$ cat config.mk
export PLATFORM = sky130hd
export DESIGN_NAME = uart_tx_buffered
export DESIGN_NICKNAME = d
export VERILOG_FILES = /design/src/rtl/uart_pkg.sv /design/src/rtl/uart_sync_fifo.sv /design/src/rtl/uart_tx_buffered.sv
export SDC_FILE = /design/constraint.sdc
export NUM_CORES = 1
export LEC_CHECK = 0
export CAP_MARGIN = 20
export CORE_MARGIN = 2
export CORE_UTILIZATION = 40
export CTS_CLUSTER_DIAMETER = 120
export DETAILED_ROUTE_END_ITERATION = 10
export DONT_BUFFER_PORTS = 1
export PLACE_DENSITY = 0.65
export SLEW_MARGIN = 20
export SYNTH_ARGS = -nofsm -noshare
export SYNTH_HDL_FRONTEND = slang
export SYNTH_SLANG_ARGS = --single-unit
$ cat constraint.sdc
create_clock -name i_clk -period 3.05 [get_ports i_clk]
set_input_delay 0.61 -clock i_clk [delete_from_list [all_inputs] [get_ports i_clk]]
set_output_delay 0.61 -clock i_clk [all_outputs]
set_load 0.05 [all_outputs]
$ cat src/rtl/uart_pkg.sv
// Shared UART definitions: FSM state codes, parity modes and the cycles-per-bit helper.
// Used by both the transmitter and the receiver.
package uart_pkg;

  localparam logic [2:0] ST_IDLE   = 3'd0;
  localparam logic [2:0] ST_START  = 3'd1;
  localparam logic [2:0] ST_DATA   = 3'd2;
  localparam logic [2:0] ST_PARITY = 3'd3;
  localparam logic [2:0] ST_STOP   = 3'd4;

  localparam int PAR_NONE = 0;
  localparam int PAR_ODD  = 1;
  localparam int PAR_EVEN = 2;

  function automatic int calc_cpb(input int clk_freq, input int baud_freq);
    return clk_freq / baud_freq;
  endfunction

  function automatic logic parity_bit(input logic [7:0] data, input int mode);
    if (mode == PAR_ODD) begin
      return ~^data;
    end else begin
      return ^data;
    end
  endfunction

endpackage

$ cat src/rtl/uart_sync_fifo.sv
// Single-clock FIFO with a fall-through head: o_rd_data always shows the oldest entry,
// so the reader can consume it in the same cycle it asserts i_rd_en.
module uart_sync_fifo #(
  parameter int p_width = 8,
  parameter int p_depth = 4
) (
  input  logic                     i_clk,
  input  logic                     i_rst,
  input  logic                     i_wr_en,
  input  logic [p_width-1:0]       i_wr_data,
  input  logic                     i_rd_en,
  output logic [p_width-1:0]       o_rd_data,
  output logic                     o_full,
  output logic                     o_empty,
  output logic [$clog2(p_depth):0] o_count
);

  localparam int AW = $clog2(p_depth);
  typedef logic [AW-1:0] ptr_t;
  typedef logic [AW:0]   cnt_t;

  ptr_t wr_ptr_q, wr_ptr_d;
  ptr_t rd_ptr_q, rd_ptr_d;
  cnt_t count_q, count_d;
  logic wr_fire, rd_fire;
  logic [p_width-1:0] mem_q [p_depth];

  assign o_full    = (count_q == cnt_t'(p_depth));
  assign o_empty   = (count_q == cnt_t'(0));
  assign o_count   = count_q;
  assign o_rd_data = mem_q[rd_ptr_q];

  // Pointer and occupancy next-state
  always_comb begin
    wr_fire  = i_wr_en && !o_full;
    rd_fire  = i_rd_en && !o_empty;
    wr_ptr_d = wr_ptr_q + ptr_t'(wr_fire);
    rd_ptr_d = rd_ptr_q + ptr_t'(rd_fire);
    count_d  = count_q + cnt_t'(wr_fire) - cnt_t'(rd_fire);
  end

  // Pointer and occupancy registers
  always_ff @(posedge i_clk) begin
    if (i_rst) begin
      wr_ptr_q <= ptr_t'(0);
      rd_ptr_q <= ptr_t'(0);
      count_q  <= cnt_t'(0);
    end else begin
      wr_ptr_q <= wr_ptr_d;
      rd_ptr_q <= rd_ptr_d;
      count_q  <= count_d;
    end
  end

  // Storage; contents need no reset because the pointers define validity
  always_ff @(posedge i_clk) begin
    if (wr_fire) begin
      mem_q[wr_ptr_q] <= i_wr_data;
    end
  end

endmodule

$ cat src/rtl/uart_tx_buffered.sv
// Buffered UART transmitter: bytes queue in a small FIFO and are sent as
// start / 8 data LSB-first / optional parity / 1-2 stop bits on a registered o_tx.
module uart_tx_buffered
  import uart_pkg::*;
#(
  parameter int p_clk_freq   = 100_000_000,
  parameter int p_baud_freq  = 115_200,
  parameter int p_fifo_depth = 4,
  parameter int p_parity     = 0,
  parameter int p_stop_bits  = 1
) (
  input  logic                          i_clk,
  input  logic                          i_rst,
  input  logic [7:0]                    i_tx_data,
  input  logic                          i_tx_valid,
  output logic                          o_tx_ready,
  output logic                          o_tx,
  output logic                          o_tx_busy,
  output logic                          o_tx_done,
  output logic [$clog2(p_fifo_depth):0] o_fifo_count
);

  localparam int CPB = calc_cpb(p_clk_freq, p_baud_freq);
  localparam int BW  = $clog2(CPB);
  typedef logic [BW-1:0] baud_t;
  localparam baud_t      BAUD_LAST = baud_t'(CPB - 1);
  localparam logic [2:0] STOP_LAST = 3'(p_stop_bits - 1);

  logic [2:0] state_q, state_d;
  baud_t      baud_q, baud_d;
  logic [2:0] bit_q, bit_d;
  logic [7:0] data_q, data_d;
  logic       tx_q, tx_d;
  logic       busy_q, busy_d;
  logic       done_q, done_d;
  logic       bit_end;
  logic       fifo_rd_en, fifo_full, fifo_empty;
  logic [7:0] fifo_rd_data;

  uart_sync_fifo #(
    .p_width (8),
    .p_depth (p_fifo_depth)
  ) u_fifo (
    .i_clk     (i_clk),
    .i_rst     (i_rst),
    .i_wr_en   (i_tx_valid),
    .i_wr_data (i_tx_data),
    .i_rd_en   (fifo_rd_en),
    .o_rd_data (fifo_rd_data),
    .o_full    (fifo_full),
    .o_empty   (fifo_empty),
    .o_count   (o_fifo_count)
  );

  assign bit_end    = (baud_q == baud_t'(0));
  assign o_tx_ready = !fifo_full;
  assign o_tx       = tx_q;
  assign o_tx_busy  = busy_q;
  assign o_tx_done  = done_q;

  // Frame sequencing: every bit lasts CPB cycles, counted down from BAUD_LAST
  always_comb begin
    state_d    = state_q;
    baud_d     = baud_q;
    bit_d      = bit_q;
    data_d     = data_q;
    fifo_rd_en = 1'b0;
    case (state_q)
      ST_IDLE: begin
        if (!fifo_empty) begin
          fifo_rd_en = 1'b1;
          data_d     = fifo_rd_data;
          state_d    = ST_START;
          baud_d     = BAUD_LAST;
          bit_d      = 3'd0;
        end else begin
          state_d = ST_IDLE;
        end
      end
      ST_START: begin
        if (!bit_end) begin
          baud_d = baud_q - baud_t'(1);
        end else begin
          state_d = ST_DATA;
          baud_d  = BAUD_LAST;
          bit_d   = 3'd0;
        end
      end
      ST_DATA: begin
        if (!bit_end) begin
          baud_d = baud_q - baud_t'(1);
        end else if (bit_q == 3'd7) begin
          state_d = (p_parity != PAR_NONE) ? ST_PARITY : ST_STOP;
          baud_d  = BAUD_LAST;
          bit_d   = 3'd0;
        end else begin
          baud_d = BAUD_LAST;
          bit_d  = bit_q + 3'd1;
        end
      end
      ST_PARITY: begin
        if (!bit_end) begin
          baud_d = baud_q - baud_t'(1);
        end else begin
          state_d = ST_STOP;
          baud_d  = BAUD_LAST;
          bit_d   = 3'd0;
        end
      end
      ST_STOP: begin
        if (!bit_end) begin
          baud_d = baud_q - baud_t'(1);
        end else if (bit_q != STOP_LAST) begin
          baud_d = BAUD_LAST;
          bit_d  = bit_q + 3'd1;
        end else if (!fifo_empty) begin
          // Chain straight into the next frame with no idle gap
          fifo_rd_en = 1'b1;
          data_d     = fifo_rd_data;
          state_d    = ST_START;
          baud_d     = BAUD_LAST;
          bit_d      = 3'd0;
        end else begin
          state_d = ST_IDLE;
        end
      end
      default: begin
        state_d = ST_IDLE;
      end
    endcase
  end

  // Outputs are derived from next-state so they line up with the registered state
  always_comb begin
    case (state_d)
      ST_START:  tx_d = 1'b0;
      ST_DATA:   tx_d = data_d[bit_d];
      ST_PARITY: tx_d = parity_bit(data_d, p_parity);
      default:   tx_d = 1'b1;
    endcase
    busy_d = (state_d != ST_IDLE);
    done_d = (state_d == ST_STOP) && (bit_d == STOP_LAST) && (baud_d == baud_t'(0));
  end

  // State and output registers
  always_ff @(posedge i_clk) begin
    if (i_rst) begin
      state_q <= ST_IDLE;
      baud_q  <= baud_t'(0);
      bit_q   <= 3'd0;
      data_q  <= 8'd0;
      tx_q    <= 1'b1;
      busy_q  <= 1'b0;
      done_q  <= 1'b0;
    end else begin
      state_q <= state_d;
      baud_q  <= baud_d;
      bit_q   <= bit_d;
      data_q  <= data_d;
      tx_q    <= tx_d;
      busy_q  <= busy_d;
      done_q  <= done_d;
    end
  end

endmodule

# Word level (Yosys, flattened, before mapping)

Memories as Yosys holds them, arrays and structs flattened. A register that Yosys moved wholly into a read port is not among the register bits.
Cells that the tools add are included.

Bits in writable memories: 32
Memories kept: 1
Register bits after elaboration: 34
Output and inout bits: 7

Equal/unequal tests: 10
Magnitude comparators: 1
Reductions and logical operators: 16
Add/sub/neg operators: 6
Muxes and demuxes: 34

Memory list:

| name         | depth | width | rd ports | clocked after Yosys merged registers in | wr ports | line                 | RTL |
|---|---|---|---|---|---|---|---|
| u_fifo.mem_q | 4     | 8     | 1        | 1                                       | 1        | uart_sync_fifo.sv:26 | `logic [p_width-1:0] mem_q [p_depth];` |

Operators by type and width:

| cell                    | count |
|---|---|
| $mux W10                | 4 |
| $mux W3                 | 12 |
| $pmux W10 S3            | 1 |
| $mux W8                 | 3 |
| $logic_not A10 Y1       | 2 |
| $pmux W8 S2             | 1 |
| $pmux W3 S5             | 1 |
| $eq A3 B2 Y1 const B    | 4 |
| $eq A3 B3 Y1 const B    | 4 |
| $pmux W3 S4             | 1 |
| $sub A10 B1 Y10 const B | 1 |
| $logic_not A3 Y1        | 3 |
| $reduce_xor A8 Y1       | 1 |
| $mux W1                 | 7 |
| $eq A3 B1 Y1 const B    | 2 |
| $reduce_bool A3 Y1      | 2 |
| $add A2 B1 Y2           | 2 |
| $logic_and A1 B1 Y1     | 4 |
| $lt A3 B4 Y1 const B    | 1 |
| $add A3 B1 Y3           | 1 |
| $add A3 B1 Y3 const B   | 1 |
| $bmux W1 S3             | 1 |
| $pmux W1 S3             | 1 |
| $reduce_or A3 Y1        | 1 |
| 5 further kinds         | 6 |

# Depth between registers and ports, before layout

Word-level depth: 8
Gate-level depth with buffers: 14
Depth with buffers taken out: 13

# Cells and area by module

A second synthesis with hierarchy kept.

Cell total of the unflattened synthesis: 312
Area, all modules: 3,340.7 um^2

By module, submodules not included:

| module           | seq. area each (um^2) | times used | cells an instance | area an instance (um^2) |
|---|---|---|---|---|
| uart_tx_buffered | 540.5                 | 1          | 235               | 1,824.2 |
| uart_sync_fifo   | 1,101.1               | 1          | 77                | 1,516.5 |

# Least setup slack after synthesis

Ideal clock, no wire load.

Path type: register -> register
Start point: register u_fifo.count_q[2], in the netlist u_fifo.o_count[2]
End point: register u_fifo.count_q[2], in the netlist u_fifo.o_count[2]
Cell stages (with the launch flop): 13
Library setup time: 0.128 ns
Data required time: 2.922 ns
Setup slack: 0.228 ns
Buffers on the path: 2
Arrival: 2.695 ns
Cells stage by stage: dfxtp_1 or3_1 clkbuf_1 clkbuf_1 nand3_1 inv_1 ha_1 inv_1 ha_1 fa_1 xnor2_1 xnor2_1 nor2_1

Word-level cells in the longest chain between the ends: 7
Elaborated cells between the ends (all ways): 12
Classes of those cells: add/sub (2); eq/ne (1); mux (4); reduce/logical (5)

RTL lines:

| element                | line                                            | RTL |
|---|---|---|
| start, declared        | uart_sync_fifo.sv:24                            | `cnt_t count_q, count_d;` |
| start signal, assigned | uart_sync_fifo.sv:47                            | `count_q <= cnt_t'(0);` |
| start signal, assigned | uart_sync_fifo.sv:51                            | `count_q <= count_d;` |
| $logic_not A3 Y1       | uart_sync_fifo.sv:29                            | `assign o_empty = (count_q == cnt_t'(0));` |
| $mux W1                | uart_tx_buffered.sv:70, uart_tx_buffered.sv:116 |  |
| $mux W1                | uart_tx_buffered.sv:113                         | `end else if (bit_q != STOP_LAST) begin` |
| $mux W1                | uart_tx_buffered.sv:111                         | `if (!bit_end) begin` |
| $pmux W1 S2            | uart_tx_buffered.sv:68                          | `case (state_q)` |
| $logic_and A1 B1 Y1    | uart_sync_fifo.sv:36                            | `rd_fire = i_rd_en && !o_empty;` |
| $sub A3 B1 Y3 *        | uart_sync_fifo.sv:39                            | `count_d = count_q + cnt_t'(wr_fire) - cnt_t'(rd_fire);` |

Mark *: on every way between the ends. The rest lies on a longest branch, timed or not.
A chain may end at the register's enable or synchronous reset.

# Final worst setup path

Start point: register baud_q[5]
End point: register u_fifo.count_q[2], in the netlist u_fifo.o_count[2]

Word-level cells in the longest chain between the ends: 5

RTL lines:

| element                | line                    | RTL |
|---|---|---|
| start, declared        | uart_tx_buffered.sv:30  | `baud_t baud_q, baud_d;` |
| start signal, assigned | uart_tx_buffered.sv:149 | `baud_q <= baud_t'(0);` |
| start signal, assigned | uart_tx_buffered.sv:157 | `baud_q <= baud_d;` |
| $logic_not A10 Y1      | uart_tx_buffered.sv:55  | `assign bit_end = (baud_q == baud_t'(0));` |
| $mux W1                | uart_tx_buffered.sv:111 |  |
| $pmux W1 S2            | uart_tx_buffered.sv:68  |  |
| $logic_and A1 B1 Y1    | uart_sync_fifo.sv:36    |  |
| $sub A3 B1 Y3          | uart_sync_fifo.sv:39    |  |

Every way passes these cells.

==> impl_metrics.toml <==
[layout]
drive_gt1_share_pct = 17.0
layout_cells_excl_fill = 466
insertedDiodeCount = 0
nFillCells = 811
syn_to_final_growth_pct = 10.2
final_design_area_no_fill_sq_mm = 0.00395
final_net_count = 374
final_core_utilization_pct = 45.3

[floorplan]
die_x_microns = 98.7
floorplan.core_area_sq_mm = 0.00872
floorplan.initialDensity_pct = 41.1
die_area_sq_mm = 0.00973
die_y_microns = 98.7
num_rows = 34
io_pins = 18

[logic_synthesis]
number_of_distinct_library_cells_after_synthesis = 63
netlist_area_sq_mm = 0.00358
yosys_most_used_dff = "sky130_fd_sc_hd__dfxtp_1"
yosysWarningCount = 0
synth_async_sr_flop_share_pct = 0
post-synth-top-area-fraction_pct = 26.8
mean_instance_size_in_the_synthesized_netlist_sq_um = 10.3
synth_top_cell_by_area = "sky130_fd_sc_hd__edfxtp_1"
ys_ff_latch = 66
synthCells = 347
ys_seq_area_share_pct = 45.8
synth.top_cells.by_area = "sky130_fd_sc_hd__edfxtp_1 27%, sky130_fd_sc_hd__dfxtp_1 19%, sky130_fd_sc_hd__mux4_2 5.0%"
synth_edf_count = 32
synth_common_cells = "34 x sky130_fd_sc_hd__dfxtp_1, 34 x sky130_fd_sc_hd__nor2_1, 32 x sky130_fd_sc_hd__edfxtp_1, 16 x sky130_fd_sc_hd__o21ai_0, 15 x sky130_fd_sc_hd__nand3_1"
synth_fp_nets = 368

[placement]
place_ws_ns = 0.199
numPortBuffers = 0
detailedPlacementHpwl_microns = 5610
detailed_place.area_sq_mm = 0.00375
placed_instances = 450
routability_driven_placement_congestion_ratio = 0.878

[status]
run_status = "finished clean"

[clocking]
tritoncts.num_buffers = 9
path_clk_slew_ns = 0.08
clkSinkCount = 66
max-clock-path-buffers = 2
tritoncts = "done"
clock_tree.root_cell = "sky130_fd_sc_hd__clkbuf_8"
post_cts.repair.setup_buffers = 0
htree_num_levels = 3
clock_latency_ns = 0.34

[global_routing]
antenna_found_initial = 0
first_global_vias = 2803
globalRouteOverflowTotal = 0
grt_max_degree = 32
busiest_layer = "met2"
grt.total_usage_pct = 17.4
met1_layer_usage_reported_by_global_route_pct = 21.9
grt_pass1_wl_microns = 13600
met3_usage_pct = 4.96
met2_layer_usage_reported_by_global_route_pct = 28.6

[setup_path]
cp_max_fo = 7
required_ns = 3.29
critical_path.endpoint_type = "flop"
worst_setup_path_start_kind = "flop"
critical_path_arrival_ns = 3.12
critical_path_start_end_classification = "flop to flop"

[timing]
final_max_slew_viol_count = 0
tns_ns = 0
setup_viol = 0
postLayoutSetupSlackWorst_ns = 0.170
finalHoldViolCount = 0
tightestPinTransition_ns = 0.773
fin_crit_share_pct = 94.4
rsz0062_at_grt = "no"
final.hold.worst_slack_ns = 0.333
timing.final.crit_period_ns = 2.88
max_freq_mhz = 347
finalClockSkew_ns = 0.00999
timing.slew.headroom_pct = 48.3

[routing]
post-route-drc-count = 0
drt_iter0_markers = 152
post_drt_via_cell_ratio = 5.86
dr_total_vias = 2730
route.detailed.wl_per_inst_microns = 16.8
drt_wl_total_microns = 7830
drtPass1Iterations = 4
route.antenna.remaining_nets = 0

[run]
max_cap_viol_count = 0

[power_and_ir_drop]
report.power.total_mw = 4.46
pwr_density_cell_mw_per_mm2 = 1130
vdd_ir_drop_max_uv = 502
power.leakage_nw = 1.39

[worst_hold_path]
min-delay-path-class = "input pin to flop"
placed cells by master, fill, tap and decap left out, drive strengths merged, types with 8 or more instances in the layout:
| master | netlist | layout |
|---|---|---|
| a21oi | 13 | 13 |
| dfxtp | 34 | 34 |
| inv | 13 | 13 |
| and2 | 9 | 9 |
| nor2b | 12 | 12 |
| nor3 | 15 | 15 |
| ha | 9 | 9 |
| nor2 | 34 | 34 |
| clkbuf | 12 | 9 |
| mux4 | 8 | 8 |
| o211ai | 9 | 9 |
| o41ai | 10 | 10 |
| xnor2 | 12 | 12 |
| o21ai | 17 | 17 |
| nand2 | 14 | 14 |
| nand3 | 15 | 15 |
| buf | 11 | 18 |
| edfxtp | 32 | 32 |
worst max-delay path, stage by stage (launching register included):
cell and delay, ns:
sky130_fd_sc_hd__dfxtp_1 0.37, sky130_fd_sc_hd__or3_1 0.42, sky130_fd_sc_hd__o41ai_1 0.52, sky130_fd_sc_hd__nand3_1 0.20
sky130_fd_sc_hd__inv_1 0.13, sky130_fd_sc_hd__ha_1 0.13, sky130_fd_sc_hd__inv_1 0.04, sky130_fd_sc_hd__ha_1 0.21
sky130_fd_sc_hd__fa_1 0.38, sky130_fd_sc_hd__xnor2_1 0.19, sky130_fd_sc_hd__xnor2_1 0.13, sky130_fd_sc_hd__nor2_1 0.05
layout make-up:
class	instances	area, sq um	area share, %
Multi-Input combinational cell	245	1790	45.4
Sequential cell	66	1640	41.6
Timing Repair Buffer	18	135	3.42
Tap cell	108	135	3.42
Clock buffer	9	124	3.14
Clock inverter	7	70.1	1.77
Inverter	13	48.8	1.24
state kept, by name (all words and copies together) (netlist names):
| signal | count |
|---|---|
| o_tx_done | 1 |
| u_fifo.mem_q | 32 |
| u_fifo.wr_ptr_q | 2 |
| u_fifo.o_count | 3 |
| bit_q | 3 |
| baud_q | 10 |
| o_tx | 1 |
| state_q | 3 |
| data_q | 8 |
| o_tx_busy | 1 |
| u_fifo.rd_ptr_q | 2 |
repair_timing:
| item | CTS | global route |
|---|---|---|
| hold buffers | 0 | 0 |
| resized for setup | 0 | 1 |
| setup endpoints to repair | 0 | 1 |
power by group:
part | switching (mW) | internal, mW | total (mW)
sequential | 0.239 | 1.13 | 1.37
clock | 0.346 | 0.374 | 0.720
combinational | 1.37 | 1.00 | 2.37
total | 1.95 | 2.51 | 4.46
logic make-up after synthesis:
logic type	count (synthesis)	synth area share (%)
AOI/OAI and AO/OA	84	18.7
adders and majority gates	10	3.70
xor gates and xnor gates	13	3.18
muxes	8	5.03
and+or+nand+nor	130	19.4
DFF	66	45.8
buffers and inverters	36	4.19
routing by layer:
layer	part of all wire, %	routed length (microns)	up-vias
li1	-	-	1328
met1	45	3550	1330
met2	49	3820	63
met3	4.8	375	9
met4	1.1	83	0
met5	0	0	-
path summary, 6_finish.rpt:
path / slack, ns / cells after the start / from / endpoint
max: 0.17 / 11 / baud_q[5] / u_fifo.o_count[2]
min: 0.33 / 1 / i_rst / baud_q[6]
max reg2reg: 0.17 / 11 / baud_q[5] / u_fifo.o_count[2]
min reg2reg: 0.57 / 2 / u_fifo.wr_ptr_q[1] / u_fifo.wr_ptr_q[1]
Power figures use the tool's default switching activity.
